`config.mk`:
```
export PLATFORM = sky130hd
export DESIGN_NAME = fetch_unit_flat
export DESIGN_NICKNAME = d
export VERILOG_FILES = /design/src/rtl/fetch_unit_if.sv /design/src/rtl/fetch_unit.sv /design/src/flat_wrapper.sv
export SDC_FILE = /design/constraint.sdc
export NUM_CORES = 1
export LEC_CHECK = 0
export ABC_AREA = 1
export ABC_CLOCK_PERIOD_IN_PS = 3100
export CAP_MARGIN = 30
export CORE_ASPECT_RATIO = 2
export CORE_MARGIN = 10
export CORE_UTILIZATION = 40
export CTS_CLUSTER_DIAMETER = 200
export DETAILED_ROUTE_END_ITERATION = 10
export GPL_TIMING_DRIVEN = 0
export MAX_ROUTING_LAYER = met4
export PLACE_DENSITY = 0.77
export SLEW_MARGIN = 20
export SYNTH_ARGS = -nofsm -noshare
export SYNTH_HDL_FRONTEND = slang
export SYNTH_SLANG_ARGS = --single-unit
export TNS_END_PERCENT = 50
```
`constraint.sdc`:
```
create_clock -name Clk -period 3.1 [get_ports Clk]
set_clock_uncertainty 0.05 [all_clocks]
set_input_delay 0.62 -clock Clk [delete_from_list [all_inputs] [get_ports Clk]]
set_output_delay 0.62 -clock Clk [all_outputs]
set_load 0.03 [all_outputs]
```
`src/rtl/fetch_unit_if.sv`:
```
// Instruction-memory request bus between the fetch unit and instruction memory.
//   Mem_Req    master -> slave  request valid
//   Mem_Addr   master -> slave  fetch address
//   Mem_Ready  slave  -> master word returned this cycle
//   Mem_Data   slave  -> master instruction word
// The fetch unit is the master. Memory models and testbenches use the slave side.
interface fetch_unit_if #(
  parameter int ADDR_W = 32,
  parameter int DATA_W = 32
);
  logic              Mem_Req;
  logic [ADDR_W-1:0] Mem_Addr;
  logic              Mem_Ready;
  logic [DATA_W-1:0] Mem_Data;

  modport master (
    output Mem_Req,
    output Mem_Addr,
    input  Mem_Ready,
    input  Mem_Data
  );

  modport slave (
    input  Mem_Req,
    input  Mem_Addr,
    output Mem_Ready,
    output Mem_Data
  );
endinterface

```
`src/rtl/fetch_unit.sv`:
```
// Instruction-fetch front end. It combines the fetch-address counter (PC) and the
// instruction register (IR) in one block.
// It issues one request at a time on the memory bus and captures the returned word.
// It decodes the Op/Rs/Rt/Addr_Imm fields from that word.
// It also handles branch/jump redirect, a stall hold and a sticky memory-timeout trap.
// Ports:
//   Clk, Reset          clock (rising edge) and asynchronous active-high reset
//   Fetch_En            control unit allows a new fetch
//   Stall               hold IR/PC and block a new request
//   Redirect/_Addr      load the fetch address with a branch/jump target
//   mem                 memory request bus (master side)
//   IR, Op, Rs, Rt,
//   Addr_Imm            captured instruction and its decoded fields
//   PC                  address of the instruction held in IR
//   Instr_Valid         one-cycle pulse after a new IR capture
//   Timeout             sticky trap: memory did not answer within MAX_WAIT cycles
module fetch_unit #(
  parameter int ADDR_W       = 32,
  parameter int DATA_W       = 32,
  parameter int RESET_VECTOR = 0,
  parameter int PC_STEP      = 4,
  parameter int MAX_WAIT     = 15
) (
  input  logic              Clk,
  input  logic              Reset,
  input  logic              Fetch_En,
  input  logic              Stall,
  input  logic              Redirect,
  input  logic [ADDR_W-1:0] Redirect_Addr,
  fetch_unit_if.master      mem,
  output logic [DATA_W-1:0] IR,
  output logic [5:0]        Op,
  output logic [4:0]        Rs,
  output logic [4:0]        Rt,
  output logic [15:0]       Addr_Imm,
  output logic [ADDR_W-1:0] PC,
  output logic              Instr_Valid,
  output logic              Timeout
);

  // The counter must be at least 1 bit wide, even when the timeout is disabled.
  localparam int WCW = (MAX_WAIT > 0) ? $clog2(MAX_WAIT + 1) : 1;
  localparam logic [WCW-1:0]    WAIT_LAST = WCW'(MAX_WAIT - 1);
  localparam logic [ADDR_W-1:0] STEP      = ADDR_W'(PC_STEP);
  localparam logic [ADDR_W-1:0] RST_PC    = ADDR_W'(RESET_VECTOR);

  typedef enum logic [1:0] {
    IDLE = 2'd0,
    REQ  = 2'd1,
    HOLD = 2'd2,
    ERR  = 2'd3
  } state_t;

  state_t            state;
  state_t            next_state;
  logic [ADDR_W-1:0] fetch_pc;
  logic [WCW-1:0]    wait_cnt;
  logic              accept;
  logic              redirect_take;
  logic              timeout_hit;
  logic              mem_req;

  // Qualifying events of the current cycle. A redirect discards any word that arrives in the same cycle.
  always_comb begin
    accept        = (state == REQ) && mem.Mem_Ready && !Redirect;
    redirect_take = Redirect && (state != ERR);
    timeout_hit   = (state == REQ) && !mem.Mem_Ready && (MAX_WAIT != 0) &&
                    (wait_cnt == WAIT_LAST);
  end

  // State register.
  always_ff @(posedge Clk or posedge Reset) begin
    if (Reset) begin
      state <= IDLE;
    end else begin
      state <= next_state;
    end
  end

  // Next-state logic.
  always_comb begin
    next_state = state;
    case (state)
      IDLE: begin
        if (Fetch_En && !Stall) begin
          next_state = REQ;
        end else begin
          next_state = IDLE;
        end
      end
      REQ: begin
        if (accept) begin
          next_state = HOLD;
        end else if (timeout_hit) begin
          next_state = ERR;
        end else begin
          next_state = REQ;
        end
      end
      HOLD: begin
        if (Stall) begin
          next_state = HOLD;
        end else if (Fetch_En) begin
          next_state = REQ;
        end else begin
          next_state = IDLE;
        end
      end
      ERR: begin
        next_state = ERR;
      end
      default: begin
        next_state = IDLE;
      end
    endcase
  end

  // Output decode. The request is a pure function of the state register.
  always_comb begin
    mem_req = 1'b0;
    case (state)
      REQ:     mem_req = 1'b1;
      default: mem_req = 1'b0;
    endcase
  end

  // Fetch address and wait counter. ERR freezes both, because redirect_take excludes ERR.
  always_ff @(posedge Clk or posedge Reset) begin
    if (Reset) begin
      fetch_pc <= RST_PC;
      wait_cnt <= '0;
    end else if (redirect_take) begin
      fetch_pc <= Redirect_Addr;
      wait_cnt <= '0;
    end else if (accept) begin
      fetch_pc <= fetch_pc + STEP;
      wait_cnt <= '0;
    end else if ((state == REQ) && !mem.Mem_Ready) begin
      wait_cnt <= wait_cnt + WCW'(1);
    end
  end

  // Instruction capture, valid pulse and sticky trap flag.
  always_ff @(posedge Clk or posedge Reset) begin
    if (Reset) begin
      IR          <= '0;
      PC          <= '0;
      Instr_Valid <= 1'b0;
      Timeout     <= 1'b0;
    end else begin
      Instr_Valid <= accept;
      if (accept) begin
        IR <= mem.Mem_Data;
        PC <= fetch_pc;
      end
      if (timeout_hit) begin
        Timeout <= 1'b1;
      end
    end
  end

  assign mem.Mem_Req  = mem_req;
  assign mem.Mem_Addr = fetch_pc;
  assign Op           = IR[31:26];
  assign Rs           = IR[25:21];
  assign Rt           = IR[20:16];
  assign Addr_Imm     = IR[15:0];

endmodule

```
`src/flat_wrapper.sv`:
```
// flat-port wrapper written by rule: the top's interface ports become plain ports
module fetch_unit_flat 
#(
  parameter int ADDR_W       = 32,
  parameter int DATA_W       = 32,
  parameter int RESET_VECTOR = 0,
  parameter int PC_STEP      = 4,
  parameter int MAX_WAIT     = 15
)
  (Clk, Reset, Fetch_En, Stall, Redirect, Redirect_Addr, IR, Op, Rs, Rt, Addr_Imm, PC, Instr_Valid, Timeout, mem_Mem_Req, mem_Mem_Addr, mem_Mem_Ready, mem_Mem_Data);
  fetch_unit_if #(.ADDR_W(ADDR_W), .DATA_W(DATA_W)) mem_i ();
  input  logic Clk;
  input  logic Reset;
  input  logic Fetch_En;
  input  logic Stall;
  input  logic Redirect;
  input  logic [ADDR_W-1:0] Redirect_Addr;
  output logic [DATA_W-1:0] IR;
  output logic [5:0] Op;
  output logic [4:0] Rs;
  output logic [4:0] Rt;
  output logic [15:0] Addr_Imm;
  output logic [ADDR_W-1:0] PC;
  output logic Instr_Valid;
  output logic Timeout;
  output wire logic [$bits(mem_i.Mem_Req)-1:0] mem_Mem_Req;
  output wire logic [$bits(mem_i.Mem_Addr)-1:0] mem_Mem_Addr;
  input wire logic [$bits(mem_i.Mem_Ready)-1:0] mem_Mem_Ready;
  input wire logic [$bits(mem_i.Mem_Data)-1:0] mem_Mem_Data;
  assign mem_Mem_Req = mem_i.Mem_Req;
  assign mem_Mem_Addr = mem_i.Mem_Addr;
  assign mem_i.Mem_Ready = mem_Mem_Ready;
  assign mem_i.Mem_Data = mem_Mem_Data;
  fetch_unit #(.ADDR_W(ADDR_W), .DATA_W(DATA_W), .RESET_VECTOR(RESET_VECTOR), .PC_STEP(PC_STEP), .MAX_WAIT(MAX_WAIT)) u_core (.Clk(Clk), .Reset(Reset), .Fetch_En(Fetch_En), .Stall(Stall), .Redirect(Redirect), .Redirect_Addr(Redirect_Addr), .mem(mem_i), .IR(IR), .Op(Op), .Rs(Rs), .Rt(Rt), .Addr_Imm(Addr_Imm), .PC(PC), .Instr_Valid(Instr_Valid), .Timeout(Timeout));
endmodule
```
**Word level (Yosys, flattened, before mapping)**

Cells that the tools add are included.

- Input port bits: 70
- Output and inout port bits: 131
- Bits in latches: 0
- Memories kept: 0
- Memory bits (read-only): 0
- Bits in writable memories: 0
- Bits in registers: 104

- $add $sub $neg: 2
- Muxes and demuxes: 12
- Order comparisons: 0
- Reductions and logical operators: 12
- Eq/ne operators: 5
- Div/mod/pow operators: 0
- $mul: 0
- Bitwise logic cells: 0
- Shift operators: 0

Operators with widths:

| kind | count |
|---|---|
| $mux W32 | 2 |
| $add A32 B3 Y32 const B | 1 |
| $mux W4 | 3 |
| $pmux W2 S4 | 1 |
| $logic_and A1 B1 Y1 | 6 |
| $mux W2 | 3 |
| $add A4 B1 Y4 const B | 1 |
| $eq A2 B2 Y1 const B | 2 |
| $eq A4 B4 Y1 const B | 1 |
| $logic_not A1 Y1 | 3 |
| $mux W1 | 3 |
| $reduce_bool A3 Y1 | 1 |
| $eq A2 B1 Y1 const B | 1 |
| $logic_not A2 Y1 | 1 |
| $ne A2 B2 Y1 const B | 1 |
| $reduce_bool A2 Y1 | 1 |

**Logic depth before layout (Yosys ltp)**

- Depth after elaboration: 6
- Depth in mapped cells: 11
- Depth with buffers taken out: 10

**Worst setup path before layout**

No wires, ideal clock.

- Path kind: reg2reg
- Start: register u_core.fetch_pc[3] (netlist: u_core.mem.Mem_Addr[3])
- End: register u_core.fetch_pc[18] (netlist: u_core.mem.Mem_Addr[18])
- Period minus slack after synthesis: 1.701 ns
- Required time: 2.912 ns
- Setup slack: 1.399 ns
- Path buffers: 0
- Cell stages (with the launch flop): 9
- Data arrival time: 1.514 ns
- Cells stage by stage: dfrtp_1 > ha_1 > nand2_1 > nor2_2 > nand2_4 > nor2_8 > nand2_1 > nand3_1 > o211ai_2

- Longest elaborated chain between the ends: 3

Ends and longest elaborated chain:

| what | RTL line | source |
|---|---|---|
| start, declared | fetch_unit.sv:56 | `logic [ADDR_W-1:0] fetch_pc;` |
| start signal, assigned | fetch_unit.sv:133 | `fetch_pc <= Redirect_Addr;` |
| start signal, assigned | fetch_unit.sv:136 | `fetch_pc <= fetch_pc + STEP;` |
| $add A32 B3 Y32 | fetch_unit.sv:136 |  |
| $mux W32 | fetch_unit.sv:135 | `end else if (accept) begin` |
| $mux W32 | fetch_unit.sv:132 | `end else if (redirect_take) begin` |

No other way between the ends. The select of a mux whose other input is x is not followed.
A chain may end at the register's enable or synchronous reset.

**Worst setup path in the final report**

- Start: register u_core.state[1]
- End: output port mem_Mem_Req

- Longest elaborated chain between the ends: 2

Ends and longest elaborated chain:

| what | RTL line | source |
|---|---|---|
| start, declared | fetch_unit.sv:54 | `state_t state;` |
| start signal, assigned | fetch_unit.sv:76 | `state <= next_state;` |
| $eq A2 B1 Y1 | fetch_unit.sv:121 | `case (state)` |
| $mux W1 | fetch_unit.sv:121 |  |
| end, declared | flat_wrapper.sv:26 | `output wire logic [$bits(mem_i.Mem_Req)-1:0] mem_Mem_Req;` |

No other way between the ends.

==> run metrics <==
final net count 949; DRC viols 0; Setup Buffers After CTS 0; Worst path max stage delay 0.67 ns; grt met1 use 21.6%; Crit. End Element primary output; Worst VDD drop 1260 uV; mapped cell area 5190 um2; fin. max-slew vios 0; number of detailed-route iterations in the first pass 5; Final Util 61.6%; Final Hold Violating Endpoints 0; clock buffer count from CTS 9; worst-path fanout max 3; post-CTS resize count 0; vias in the first global route 5255; core area 12600 um2; initial DRC count 345; Synth cell types 33; Ports 201; FMAX 0.437 GHz; Hold Crit Class reg2reg; cell count of the worst reg-to-reg path 10; P_sw 4.38 mW; Final Cell Area 7770 um2; reg-to-reg startpoint u_core.mem.Mem_Addr[3]; clk sink count 104; global-route wire length before repair 29000 um; largest net degree at the start of global routing 32; clock-pin slew on the worst setup and hold paths 0.08 ns; met3 Usage GRT 3.82%; Synth Instances 661; Die X 101 um; Tightest Pin Transition 0.489 ns; Leak Pwr 3.67 nW; drt total wl 18700 um; register area share after synthesis 50.1%; R2R Setup Slk 1.40 ns; Arr. time, crit path 1.62 ns; TNS Setup 0 ns; RR Endpoint u_core.mem.Mem_Addr[30]; status complete, no violations; Slew headroom 67.4%; Internal 4.79 mW; Register Area 2600 um2; sw frac 47.8%; Setup CP Type reg2out; sequential share of power 29.0%; slowest CP cell clkdlybuf4s50_1; Max Cap Viol 0; Yosys Warn Count 0; net count after synthesis 734; hpwl dp 14900 um; Period minus WS final 2.29 ns; placer congestion estimate 0.936; initial antenna violation count 0; startpoint types flop; DR vias 5152; final worst-path cycle share 73.7%; layout cells sized above 1 11.1%; total die area 18200 um2; CTS tree done; Power Density 1180 nW/um2; Syn-to-layout area delta 49.6%; post-DR wirelength/cell 18.1 um; Die Y 181 um; gr busiest metal met2; GRT Util Overall 21.0%; #FFs+latches synth 104; DP Area 7480 um2; Setup-failing EPs final 0; grt total ovfl 0; Vias/cell 5.00; Hold Path Sink u_core.Timeout; Cell Count, Final, Fillers Out 1031; Hold Path Depth 2; Global Route met2 Usage 37.3%; syn_area_per_cell 7.86 um2; hold_sp u_core.Timeout; # fillers 1137; Rows 58; hold_buf cts 0; Worst-Skew Late Latency 0.36 ns; RSZ-0062 raised after global routing false; number of H-tree levels 3; Required @ worst endpoint 2.43 ns; Clock power frac 12.4%; Comb pwr share 58.7%; Multi-input gate area 2040 um2; Ant. Diodes 0; Starting Density 41.1%; DRT antenna net count 0; CP cell instances inv_1 -> nand2_1 -> inv_2 -> clkdlybuf4s50_1; Port Buf Inserts 200; clock tree buffer depth 2; Root Buffer clkbuf_16; DP Cell Count 1015
synthesized netlist by cell type, drive strengths merged:
| cell type | n | area, um2 |
|---|---|---|
| nand4 | 8 | 50.1 |
| buf | 54 | 360 |
| nor3 | 4 | 20.0 |
| o221ai | 1 | 8.76 |
| and3 | 1 | 6.26 |
| o22ai | 3 | 18.8 |
| or2 | 1 | 6.26 |
| nor2 | 71 | 333 |
| o2111ai | 1 | 8.76 |
| ha | 3 | 37.5 |
| dfrtp | 104 | 2600 |
| o21ai | 31 | 155 |
| nand2 | 265 | 1010 |
| nand3b | 3 | 22.5 |
| a21oi | 6 | 30.0 |
| o211ai | 11 | 87.6 |
| o21a | 1 | 7.51 |
| inv | 46 | 173 |
| xor2 | 2 | 17.5 |
| clkbuf | 2 | 17.5 |
| xnor2 | 1 | 8.76 |
| and2 | 1 | 6.26 |
| nand3 | 41 | 205 |
sequential cells by signal, summed over array words and instances, names as in the netlist:
register and count:
u_core.IR 32, u_core.Instr_Valid 1, u_core.PC 32, u_core.Timeout 1, u_core.mem.Mem_Addr 32, u_core.state 2
u_core.wait_cnt 4
kinds of logic after synthesis:
family                     synth area share [%]
xor gates and xnor gates                  0.506
adders and majority gates                 0.723
DFF                                        50.1
buffers and inverters                      10.6
and+or+nand+nor                            32.0
AOI/OAI and AO/OA                          6.09
worst max-delay path, delay by kind of cell, from the launching register on:
family / cells / cell delay (ns)
simple gates: 1 / 0.07
flops: 1 / 0.40
buf+inv: 3 / 0.80
layer usage:
layer | vias up | part of all wire (%)
met5 | - | 0
met4 | 0 | 3.4
met1 | 2476 | 36
met3 | 31 | 4.9
met2 | 163 | 56
li1 | 2482 | -
per-stage QoR:
step | total power, mW | hold slack [ns] | worst slack (ns)
after floorplan | 5.66 | 0.460 | 1.18
after global placement | 8.02 | 0.401 | 0.0625
after detailed placement | 8.10 | 0.408 | 0.859
after CTS | 9.25 | 0.428 | 0.794
after global routing | 9.70 | 0.435 | 0.743
final | 9.17 | 0.428 | 0.814
worst max path at each step:
stage	start	to	slack, ns	cells past startpoint
floorplan	Reset	u_core.IR[0]	1.18	1
global placement	Reset	u_core.PC[26]	0.06	2
detailed placement	Redirect	u_core.PC[26]	0.86	7
CTS	u_core.state[1]	mem_Mem_Req	0.79	4
global route	u_core.state[1]	mem_Mem_Req	0.74	4
finish	u_core.state[1]	mem_Mem_Req	0.81	4
power by group through the flow:
stage	Combinational (mW)	Sequential [mW]	Clock (mW)
CTS	5.45	2.65	1.15
finish	5.38	2.66	1.13
floorplan	1.91	3.75	0
global placement	5.36	2.65	0
detailed placement	5.44	2.67	0
global route	5.73	2.75	1.21
area by class of cell:
type	count	area share, %
buffer	56	4.86
clock buffer	10	2.95
clock inverter	6	0.773
inverter	46	2.27
multi-input combinational	455	26.3
sequential	104	33.5
tap	150	2.41
timing repair buffer	204	27.0
cells in the final DEF (no fill, tap or decap), types with 9 or more instances in the layout:
cell type        count
dfrtp_1            104
o211ai_1            10
nand2_1            260
clkdlybuf4s50_1    200
inv_1               42
clkbuf_16            9
buf_2               18
o21ai_0             28
buf_4               36
nand3_1             41
nor2_1              58
Power figures use the tool's default switching activity.
